### config.mk
export PLATFORM = sky130hd
export DESIGN_NAME = mips_mc_core
export DESIGN_NICKNAME = d
export VERILOG_FILES = /design/src/rtl/mips_mc_pkg.sv /design/src/rtl/mips_mc_regfile.sv /design/src/rtl/mips_mc_core.sv
export SDC_FILE = /design/constraint.sdc
export NUM_CORES = 2
export LEC_CHECK = 0
export CORE_ASPECT_RATIO = 0.5
export CORE_UTILIZATION = 35
export CTS_CLUSTER_DIAMETER = 80
export DETAILED_ROUTE_END_ITERATION = 8
export PLACE_DENSITY = 0.57
export REMOVE_ABC_BUFFERS = 1
export SYNTH_ARGS = -nofsm -noshare
export SYNTH_HDL_FRONTEND = slang
export SYNTH_SLANG_ARGS = --single-unit
export TNS_END_PERCENT = 1
### constraint.sdc
create_clock -name clk -period 85 [get_ports clk]
set_clock_uncertainty 0.05 [all_clocks]
set_input_delay 17 -clock clk [delete_from_list [all_inputs] [get_ports clk]]
set_output_delay 17 -clock clk [all_outputs]
set_load 0.005 [all_outputs]
### src/rtl/mips_mc_pkg.sv
// Shared encodings and types for the multi-cycle MIPS-subset core.
package mips_mc_pkg;

    localparam int unsigned REG_IDX_W = 5;

    localparam logic [5:0] OP_RTYPE = 6'h00;
    localparam logic [5:0] OP_J     = 6'h02;
    localparam logic [5:0] OP_BEQ   = 6'h04;
    localparam logic [5:0] OP_ADDI  = 6'h08;
    localparam logic [5:0] OP_LW    = 6'h23;
    localparam logic [5:0] OP_SW    = 6'h2B;

    localparam logic [5:0] FN_SYSCALL = 6'h0C;
    localparam logic [5:0] FN_ADD     = 6'h20;
    localparam logic [5:0] FN_SUB     = 6'h22;
    localparam logic [5:0] FN_AND     = 6'h24;
    localparam logic [5:0] FN_OR      = 6'h25;
    localparam logic [5:0] FN_SLT     = 6'h2A;

    typedef enum logic [2:0] {StFetch, StDecode, StExec, StMem, StWb, StHalt} state_t;
    typedef enum logic [2:0] {AluAdd, AluSub, AluAnd, AluOr, AluSlt} alu_op_t;

    function automatic logic is_legal(input logic [5:0] op, input logic [5:0] fn);
        logic ok;
        ok = 1'b0;
        case (op)
            OP_RTYPE: ok = (fn == FN_ADD) || (fn == FN_SUB) || (fn == FN_AND) ||
                           (fn == FN_OR) || (fn == FN_SLT) || (fn == FN_SYSCALL);
            OP_J, OP_BEQ, OP_ADDI, OP_LW, OP_SW: ok = 1'b1;
            default: ok = 1'b0;
        endcase
        return ok;
    endfunction

    function automatic alu_op_t alu_op_of(input logic [5:0] fn);
        alu_op_t op;
        case (fn)
            FN_SUB:  op = AluSub;
            FN_AND:  op = AluAnd;
            FN_OR:   op = AluOr;
            FN_SLT:  op = AluSlt;
            default: op = AluAdd;
        endcase
        return op;
    endfunction

endpackage

### src/rtl/mips_mc_regfile.sv
// 32x32 register file: two combinational reads, one synchronous write, r0 fixed at zero.
module mips_mc_regfile import mips_mc_pkg::*; (
    input  logic                 clk_i,
    input  logic                 rst_i,
    input  logic [REG_IDX_W-1:0] raddr_a_i,
    input  logic [REG_IDX_W-1:0] raddr_b_i,
    input  logic                 we_i,
    input  logic [REG_IDX_W-1:0] waddr_i,
    input  logic [31:0]          wdata_i,
    output logic [31:0]          rdata_a_o,
    output logic [31:0]          rdata_b_o
);

    logic [31:0] regs_q [32];

    // r0 is cleared by reset and never written, so it always reads zero.
    always_ff @(posedge clk_i or posedge rst_i) begin
        if (rst_i) begin
            for (int i = 0; i < 32; i++) begin
                regs_q[i] <= '0;
            end
        end else if (we_i && (waddr_i != '0)) begin
            regs_q[waddr_i] <= wdata_i;
        end
    end

    assign rdata_a_o = regs_q[raddr_a_i];
    assign rdata_b_o = regs_q[raddr_b_i];

endmodule

### src/rtl/mips_mc_core.sv
// Multi-cycle MIPS-subset core with a single req/ack memory port and halt/illegal reporting.
module mips_mc_core import mips_mc_pkg::*; #(
    parameter int unsigned        ADDR_W   = 32,
    parameter logic [ADDR_W-1:0] RESET_PC = '0
) (
    input  logic              clk,
    input  logic              rst,
    output logic              mem_req,
    output logic              mem_we,
    output logic [ADDR_W-1:0] mem_addr,
    output logic [31:0]       mem_wdata,
    input  logic [31:0]       mem_rdata,
    input  logic              mem_ack,
    output logic [ADDR_W-1:0] pc_out,
    output logic              retire,
    output logic              halted,
    output logic              illegal
);

    state_t            state_q, state_d;
    logic [ADDR_W-1:0] pc_q, pc_d, pc_plus4_q, pc_plus4_d, ea_q, ea_d;
    logic [31:0]       ir_q, ir_d, a_q, a_d, b_q, b_d, imm_q, imm_d;
    logic [31:0]       res_q, res_d, mdr_q, mdr_d;
    alu_op_t           alu_op_q, alu_op_d;
    logic              req_q, req_d, halted_q, halted_d, illegal_q, illegal_d;

    logic [5:0]  opcode, funct;
    logic [31:0] rf_a, rf_b, op_b, alu_res, ea_full;
    logic        xfer, rf_we;

    assign opcode  = ir_q[31:26];
    assign funct   = ir_q[5:0];
    assign xfer    = req_q && mem_ack;
    assign op_b    = (opcode == OP_RTYPE) ? b_q : imm_q;
    assign ea_full = a_q + imm_q;
    assign rf_we   = (state_q == StWb);

    mips_mc_regfile u_regfile (
        .clk_i     (clk),
        .rst_i     (rst),
        .raddr_a_i (ir_q[25:21]),
        .raddr_b_i (ir_q[20:16]),
        .we_i      (rf_we),
        .waddr_i   ((opcode == OP_RTYPE) ? ir_q[15:11] : ir_q[20:16]),
        .wdata_i   ((opcode == OP_LW) ? mdr_q : res_q),
        .rdata_a_o (rf_a),
        .rdata_b_o (rf_b)
    );

    always_comb begin
        alu_res = '0;
        case (alu_op_q)
            AluAdd:  alu_res = a_q + op_b;
            AluSub:  alu_res = a_q - op_b;
            AluAnd:  alu_res = a_q & op_b;
            AluOr:   alu_res = a_q | op_b;
            AluSlt:  alu_res = {31'b0, $signed(a_q) < $signed(op_b)};
            default: alu_res = '0;
        endcase
    end

    always_comb begin
        state_d    = state_q;
        pc_d       = pc_q;
        pc_plus4_d = pc_plus4_q;
        ir_d       = ir_q;
        a_d        = a_q;
        b_d        = b_q;
        imm_d      = imm_q;
        res_d      = res_q;
        mdr_d      = mdr_q;
        ea_d       = ea_q;
        alu_op_d   = alu_op_q;
        req_d      = req_q;
        halted_d   = halted_q;
        illegal_d  = illegal_q;
        retire     = 1'b0;

        case (state_q)
            StFetch: begin
                if (xfer) begin
                    ir_d       = mem_rdata;
                    pc_plus4_d = pc_q + ADDR_W'(4);
                    req_d      = 1'b0;
                    state_d    = StDecode;
                end else begin
                    // Covers the first cycle after reset and the idle cycle after a store.
                    req_d = 1'b1;
                end
            end
            StDecode: begin
                a_d      = rf_a;
                b_d      = rf_b;
                imm_d    = {{16{ir_q[15]}}, ir_q[15:0]};
                alu_op_d = (opcode == OP_RTYPE) ? alu_op_of(funct) : AluAdd;
                if (is_legal(opcode, funct)) begin
                    state_d = StExec;
                end else begin
                    state_d   = StHalt;
                    halted_d  = 1'b1;
                    illegal_d = 1'b1;
                end
            end
            StExec: begin
                case (opcode)
                    OP_RTYPE: begin
                        if (funct == FN_SYSCALL) begin
                            pc_d     = pc_plus4_q;
                            retire   = 1'b1;
                            halted_d = 1'b1;
                            state_d  = StHalt;
                        end else begin
                            res_d   = alu_res;
                            state_d = StWb;
                        end
                    end
                    OP_ADDI: begin
                        res_d   = alu_res;
                        state_d = StWb;
                    end
                    OP_LW, OP_SW: begin
                        if (ea_full[1:0] != 2'b00) begin
                            state_d   = StHalt;
                            halted_d  = 1'b1;
                            illegal_d = 1'b1;
                        end else begin
                            ea_d    = ea_full[ADDR_W-1:0];
                            req_d   = 1'b1;
                            state_d = StMem;
                        end
                    end
                    OP_BEQ: begin
                        pc_d    = (a_q == b_q) ? pc_plus4_q + ADDR_W'({imm_q[29:0], 2'b00})
                                               : pc_plus4_q;
                        retire  = 1'b1;
                        req_d   = 1'b1;
                        state_d = StFetch;
                    end
                    OP_J: begin
                        pc_d    = ADDR_W'((32'(pc_plus4_q) & 32'hF000_0000) |
                                          {4'b0, ir_q[25:0], 2'b00});
                        retire  = 1'b1;
                        req_d   = 1'b1;
                        state_d = StFetch;
                    end
                    default: begin
                        state_d   = StHalt;
                        halted_d  = 1'b1;
                        illegal_d = 1'b1;
                    end
                endcase
            end
            StMem: begin
                if (xfer) begin
                    req_d = 1'b0;
                    if (opcode == OP_LW) begin
                        mdr_d   = mem_rdata;
                        state_d = StWb;
                    end else begin
                        pc_d    = pc_plus4_q;
                        retire  = 1'b1;
                        state_d = StFetch;
                    end
                end
            end
            StWb: begin
                pc_d    = pc_plus4_q;
                retire  = 1'b1;
                req_d   = 1'b1;
                state_d = StFetch;
            end
            StHalt: begin
                req_d = 1'b0;
            end
            default: begin
                state_d = StHalt;
                req_d   = 1'b0;
            end
        endcase
    end

    always_ff @(posedge clk or posedge rst) begin
        if (rst) begin
            state_q    <= StFetch;
            pc_q       <= RESET_PC;
            pc_plus4_q <= '0;
            ir_q       <= '0;
            a_q        <= '0;
            b_q        <= '0;
            imm_q      <= '0;
            res_q      <= '0;
            mdr_q      <= '0;
            ea_q       <= '0;
            alu_op_q   <= AluAdd;
            req_q      <= 1'b0;
            halted_q   <= 1'b0;
            illegal_q  <= 1'b0;
        end else begin
            state_q    <= state_d;
            pc_q       <= pc_d;
            pc_plus4_q <= pc_plus4_d;
            ir_q       <= ir_d;
            a_q        <= a_d;
            b_q        <= b_d;
            imm_q      <= imm_d;
            res_q      <= res_d;
            mdr_q      <= mdr_d;
            ea_q       <= ea_d;
            alu_op_q   <= alu_op_d;
            req_q      <= req_d;
            halted_q   <= halted_d;
            illegal_q  <= illegal_d;
        end
    end

    assign mem_req   = req_q;
    assign mem_we    = (state_q == StMem) && (opcode == OP_SW);
    assign mem_addr  = (state_q == StMem) ? ea_q : pc_q;
    assign mem_wdata = b_q;
    assign pc_out    = pc_q;
    assign halted    = halted_q;
    assign illegal   = illegal_q;

endmodule

=== Word-level counts from Yosys, hierarchy flattened ===
Index checks and enable logic that the tools add are counted.

* Register bits: 1305
* Input bits: 35
* Output and inout port bits: 101
* Word-level logic and storage cells: 180

* Add/subtract/negate cells: 5
* $lt $le $gt $ge: 5
* Equal/unequal tests: 33
* Muxes and demuxes: 51
* Bitwise logic cells: 9
* Reductions and logical operators: 31

{| class="wikitable"
|+ Operators by type and width
! operator !! count
|-
| $bwmux W1024 || 1
|-
| $mux W32 || 13
|-
| $bmux W32 S5 || 2
|-
| $pmux W32 S3 || 2
|-
| $demux W32 S5 || 1
|-
| $pmux W32 S5 || 1
|-
| $add A32 B32 Y32 || 3
|-
| $pmux W32 S2 || 1
|-
| $eq A6 B6 Y1 const B || 7
|-
| $add A32 B3 Y32 const B || 1
|-
| $and A32 B32 Y32 || 1
|-
| $eq A32 B32 Y1 || 1
|-
| $lt A32 B32 Y1 || 1
|-
| $or A32 B28 Y32 || 1
|-
| $or A32 B32 Y32 || 1
|-
| $sub A32 B32 Y32 || 1
|-
| $pmux W3 S4 || 2
|-
| $ge A6 B6 Y1 const B || 3
|-
| $mux W3 || 6
|-
| $not A5 Y6 || 3
|-
| $pmux W3 S6 || 1
|-
| $ne A2 B2 Y1 const B || 7
|-
| $eq A3 B2 Y1 const B || 4
|-
| $eq A6 B4 Y1 const B || 2
|-
| other kinds (28) || 68
|}

=== Logic depth before layout (Yosys ltp) ===
* Word-level depth: 10
* Gate-level depth with buffers: 23
* Depth with buffers taken out: 18

=== Hierarchy ===
From an unflattened synthesis, not the netlist that was laid out.

* Cells, all modules: 6936
* Area, all modules: 75975.4 um2

{| class="wikitable"
|+ By module, submodules not included
! module !! instances !! cells each !! area each (um2) !! seq. area each (um2)
|-
| mips_mc_regfile || 1 || 4602 || 55947.4 || 25624.6
|-
| mips_mc_core || 1 || 2334 || 20028.0 || 7031.7
|}

=== Worst setup path before layout ===
No wires, ideal clock.

* Kind: input to output
* From: input port mem_ack
* To: output port retire
* Arrival time: 18.075 ns
* Required time: 67.950 ns
* Setup slack: 49.875 ns
* Stages on the path: 4
* Buffers on the path: 2
* Cells stage by stage: nand2_1 o311ai_1 clkbuf_1 clkbuf_1

* Longest elaborated chain between the ends: 3

{| class="wikitable"
|+ Ends and longest elaborated chain
! element !! line !! RTL
|-
| start, declared || mips_mc_core.sv:13 || <nowiki>input logic mem_ack,</nowiki>
|-
| $logic_and A1 B1 Y1 || mips_mc_core.sv:33 || <nowiki>assign xfer = req_q && mem_ack;</nowiki>
|-
| $mux W1 || mips_mc_core.sv:154 || <nowiki>if (xfer) begin</nowiki>
|-
| $pmux W1 S3 || mips_mc_core.sv:79 || <nowiki>case (state_q)</nowiki>
|-
| end, declared || mips_mc_core.sv:15 || <nowiki>output logic retire,</nowiki>
|}

Every way passes these cells.

=== Worst setup path after layout ===
Same ends and word-level chain as after synthesis.

==> tab_implementation.tex <==
\begin{tabular}{lr}
\hline
Metric & Value \\
\hline
\multicolumn{2}{l}{\textbf{STA}} \\
Worst slew pin tran & roughly 1.2 ns \\
Min cycle time layout & about 36 ns \\
Final-report max-slew violation count & 0 \\
Fmax & approximately 28 MHz \\
Setup repair after global routing missed its margin & no \\
Number of failing hold endpoints at the final stage & 0 \\
Final number of setup-violating endpoints & 0 \\
Setup tns final & 0 ns \\
Final critical-path share of the clock period & 0.427 \\
Headroom to the max-slew limit & 0.191 \\
\multicolumn{2}{l}{\textbf{Placement}} \\
Final weighted congestion in routability-driven placement & about 0.96 \\
Number of buffers added on ports & approximately 140 \\
Sum of net half-perimeters after detailed placement & roughly 150000 um \\
Placed cell count & approximately 9000 \\
\multicolumn{2}{l}{\textbf{Global route}} \\
Initial antenna violation count & 5 \\
Number of global-route vias before repair & around 52000 \\
Wire length of the first global-routing pass & about 370000 um \\
Global-route usage over all layers & 0.240 \\
Overflow left after global routing & 0 \\
Maximum number of pins on one net before global-route repair & 173 \\
\multicolumn{2}{l}{\textbf{Power and ir drop}} \\
Leak Pwr & 0.0336 uW \\
Share of total power consumed by net switching & 0.220 \\
Power density over the cells & $\sim$16 nW/um\^{}2 \\
Reported net switching power & approximately 280 uW \\
Part of the power in the clock network & 0.503 \\
Comb power frac & 0.012 \\
Maximum resistive drop on vdd & between 10 and 15 uV \\
P\_int & 999 uW \\
Sequential share of power & 0.485 \\
\multicolumn{2}{l}{\textbf{Setup path}} \\
Crit. End Element & output pin \\
Arrival time of data at the critical path endpoint & between 15 and 20 ns \\
Path type of the worst setup path & in2out \\
Critical path fanouts, max & 67 \\
Critical Path Source Type & input port \\
Reg-to-Reg Start & ir\_q[28] \\
Crit. Startpoint & mem\_ack \\
Worst endpoint required time & slightly below 70 ns \\
\multicolumn{2}{l}{\textbf{Floorplanning}} \\
Die width & 642 um \\
I/O Pins & roughly 140 \\
Cell Rows & 117 \\
Starting density of the core & 0.352 \\
Core Box Area & 203000 um\^{}2 \\
Die outline area & slightly above 200000 um\^{}2 \\
Vertical die dimension & 322 um \\
\multicolumn{2}{l}{\textbf{Synthesis}} \\
Count of mapped cells out of synthesis & between 6000 and 7000 \\
Number of warnings printed during yosys synthesis & 0 \\
Mean instance size in the synthesized netlist & around 11 um\^{}2 \\
Proportion of synthesized flip-flops having asynchronous set or reset & 1.00 \\
Count of flip-flops with a built-in enable after synthesis & 0 \\
Synth cell types & between 80 and 90 \\
Dominant register cell in the synthesized netlist & sky130\_fd\_sc\_hd\_\_dfrtp\_1 \\
Fraction of the yosys area taken by sequential cells & 0.456 \\
Mapped Area & approximately 72000 um\^{}2 \\
Post-synthesis register bit count & 1305 \\
\multicolumn{2}{l}{\textbf{Final layout}} \\
Share of layout cells above drive strength 1 & 0.185 \\
Filler-free cell count of the finished design & between 9000 and 10000 \\
Layout-stage area growth over the synthesis result & 11.9\% \\
Number of inserted filler cells in the final layout & 19600 \\
Fraction of the core area covered by cells at the end of the flow & 0.394 \\
Area occupied by multi-input gates & roughly 36000 um\^{}2 \\
Sequential cell area in the final layout & 32700 um\^{}2 \\
Nets@finish & $\sim$6600 \\
\multicolumn{2}{l}{\textbf{CTS}} \\
Clock buffer depth & 3 \\
Count of cells resized by post-cts repair & 0 \\
Root Driver & sky130\_fd\_sc\_hd\_\_clkbuf\_16 \\
Hold-fix buffers, CTS & 0 \\
CTS buffer count & 140 \\
TritonCTS clock tree & built \\
Setup Fix Bufs, Post-CTS & 0 \\
Number of clock sinks seen by CTS & $\sim$1300 \\
Deepest level of the CTS H-tree & 4 \\
Worst-skew pair later-pin latency & roughly 0.81 ns \\
Clock Pin Slew Worst Setup and Hold Paths & 0.06 ns \\
\multicolumn{2}{l}{\textbf{Hold path}} \\
Launch point of the worst hold path & u\_regfile.regs\_q[1011] \\
Kind of path behind the tightest hold check & reg2reg \\
\multicolumn{2}{l}{\textbf{Route}} \\
Final wirelength & $\sim$250000 um \\
Mean number of vias per cell & just under 6 \\
First-pass DRT Iterations & 6 \\
Post-detailed-route DRC marker count & 0 \\
Total via count after detailed routing & between 50000 and 60000 \\
Antenna Nets Post-Route & 0 \\
First-iteration detailed-routing DRC count & 6202 \\
Routed WL per cell & between 20 and 30 um \\
\multicolumn{2}{l}{\textbf{Run status}} \\
Result of the run & complete, no violations \\
\multicolumn{2}{l}{\textbf{Job}} \\
Max-cap viol count & 0 \\
\hline
\end{tabular}
==> area by class of cell <==
| type | instances | area share |
|---|---|---|
| diodes | 1 | 0.0000312 |
| clock buffers | 206 | 0.0523 |
| clock inverters | 42 | 0.00692 |
| inverters | 122 | 0.00580 |
| multi-input cells | 4549 | 0.455 |
| flip-flops and latches | 1305 | 0.407 |
| well taps | 2737 | 0.0427 |
| repair buffers | 266 | 0.0302 |
==> per-layer routing <==
layer | share of wire | track usage
met5 | 0.00012 | 0
met4 | 0.054 | 0.116
met3 | 0.077 | 0.0420
met2 | 0.45 | 0.369
met1 | 0.42 | 0.331
==> cell families after synthesis <==
logic type / synth area share
DFF: 0.456
muxes: 0.229
and+or+nand+nor: 0.103
AOI/OAI and AO/OA: 0.129
xor gates and xnor gates: 0.0149
adders and majority gates: 0.0285
buffers and inverters: 0.0405
==> cell usage after synthesis (14+ instances only) <==
cell type | count | area [um^2]
sky130_fd_sc_hd__dfrtp_1 | 1305 | 32700
sky130_fd_sc_hd__nand2_1 | 859 | 3220
sky130_fd_sc_hd__nor2_1 | 681 | 2560
sky130_fd_sc_hd__o21ai_0 | 678 | 3390
sky130_fd_sc_hd__mux4_2 | 640 | 14400
sky130_fd_sc_hd__a21oi_1 | 617 | 3090
sky130_fd_sc_hd__clkbuf_1 | 390 | 1460
sky130_fd_sc_hd__ha_1 | 157 | 1960
sky130_fd_sc_hd__buf_2 | 132 | 661
sky130_fd_sc_hd__inv_1 | 120 | 450
sky130_fd_sc_hd__mux2_2 | 94 | 1060
sky130_fd_sc_hd__xor2_1 | 77 | 674
sky130_fd_sc_hd__buf_1 | 74 | 278
sky130_fd_sc_hd__mux2i_1 | 67 | 671
sky130_fd_sc_hd__a31oi_1 | 62 | 388
sky130_fd_sc_hd__a21o_1 | 58 | 435
sky130_fd_sc_hd__xnor2_1 | 45 | 394
sky130_fd_sc_hd__nand3_1 | 38 | 190
sky130_fd_sc_hd__a22oi_1 | 26 | 195
sky130_fd_sc_hd__nor3_1 | 26 | 130
sky130_fd_sc_hd__nand4_1 | 22 | 138
sky130_fd_sc_hd__o21ai_1 | 22 | 110
sky130_fd_sc_hd__nor2b_1 | 21 | 131
sky130_fd_sc_hd__a221oi_1 | 20 | 175
sky130_fd_sc_hd__and3_1 | 19 | 119
sky130_fd_sc_hd__mux2_1 | 19 | 214
sky130_fd_sc_hd__nor4_1 | 19 | 119
sky130_fd_sc_hd__nand2b_1 | 18 | 113
sky130_fd_sc_hd__o21bai_1 | 18 | 135
sky130_fd_sc_hd__o211ai_1 | 15 | 113
sky130_fd_sc_hd__a211oi_1 | 14 | 105
sky130_fd_sc_hd__nand3b_1 | 14 | 105
sky130_fd_sc_hd__o221ai_1 | 14 | 123
==> state kept, by name, indices dropped and copies added, names as in the netlist <==
name / flops
a_q: 32
alu_op_q: 3
ea_q: 32
halted: 1
illegal: 1
imm_q: 16
ir_q: 32
mdr_q: 32
mem_req: 1
mem_wdata: 32
pc_out: 32
pc_plus4_q: 32
res_q: 32
state_q: 3
u_regfile.regs_q: 1024
==> final timing paths <==
kind | end | slack, ns | depth (start not counted)
min in group asynchronous | u_regfile.regs_q[840] | 16.73 | 2
setup / recovery | retire | 48.72 | 5
max in group asynchronous | ir_q[17] | 64.94 | 5
setup reg to reg | res_q[24] | 79.00 | 18
hold reg to reg | u_regfile.regs_q[1011] | 0.34 | 0
hold / removal | u_regfile.regs_q[1011] | 0.34 | 0
==> worst max-delay path: stages <==
cell and delay (ns):
sky130_fd_sc_hd__clkdlybuf4s50_1 0.49, sky130_fd_sc_hd__nand2_1 0.20, sky130_fd_sc_hd__o311ai_4 0.26, sky130_fd_sc_hd__buf_4 0.60, sky130_fd_sc_hd__clkdlybuf4s50_1 0.64
==> through the flow <==
| step | worst slack [ns] | hold slack, ns | total power, uW | area [um^2] |
|---|---|---|---|---|
| 6_report | 48.72 | 0.342 | 1280 | 80200 |
| 2_1_floorplan | 31.17 | 0.315 | 643 | 69200 |
| 3_5_place_dp | 48.72 | 0.333 | 649 | 75500 |
| 4_1_cts | 48.72 | 0.346 | 1290 | 80200 |
| 5_1_grt | 48.59 | 0.356 | 1320 | 80200 |
| 3_3_place_gp | 48.72 | 0.326 | 649 | 75500 |
==> power groups by stage <==
| stage | Clock, uW | Combinational [uW] | Sequential, uW |
|---|---|---|---|
| final | 644 | 15.0 | 621 |
| after global routing | 678 | 17.7 | 621 |
| after CTS | 654 | 15.9 | 621 |
| after detailed placement | 0 | 15.9 | 633 |
| after global placement | 0 | 15.9 | 633 |
| after floorplan | 0 | 8.99 | 634 |
==> cells in the final DEF (no fill, tap or decap), types with 58 or more instances in the layout <==
cell / count
sky130_fd_sc_hd__buf_4: 124
sky130_fd_sc_hd__a21oi_1: 617
sky130_fd_sc_hd__inv_1: 119
sky130_fd_sc_hd__ha_1: 157
sky130_fd_sc_hd__a21o_1: 58
sky130_fd_sc_hd__mux2_2: 94
sky130_fd_sc_hd__mux4_2: 640
sky130_fd_sc_hd__clkdlybuf4s50_1: 135
sky130_fd_sc_hd__nor2_1: 678
sky130_fd_sc_hd__xor2_1: 77
sky130_fd_sc_hd__nand2_1: 852
sky130_fd_sc_hd__clkbuf_16: 142
sky130_fd_sc_hd__dfrtp_1: 1295
sky130_fd_sc_hd__a31oi_1: 62
sky130_fd_sc_hd__o21ai_0: 678
Power figures use the tool's default switching activity.
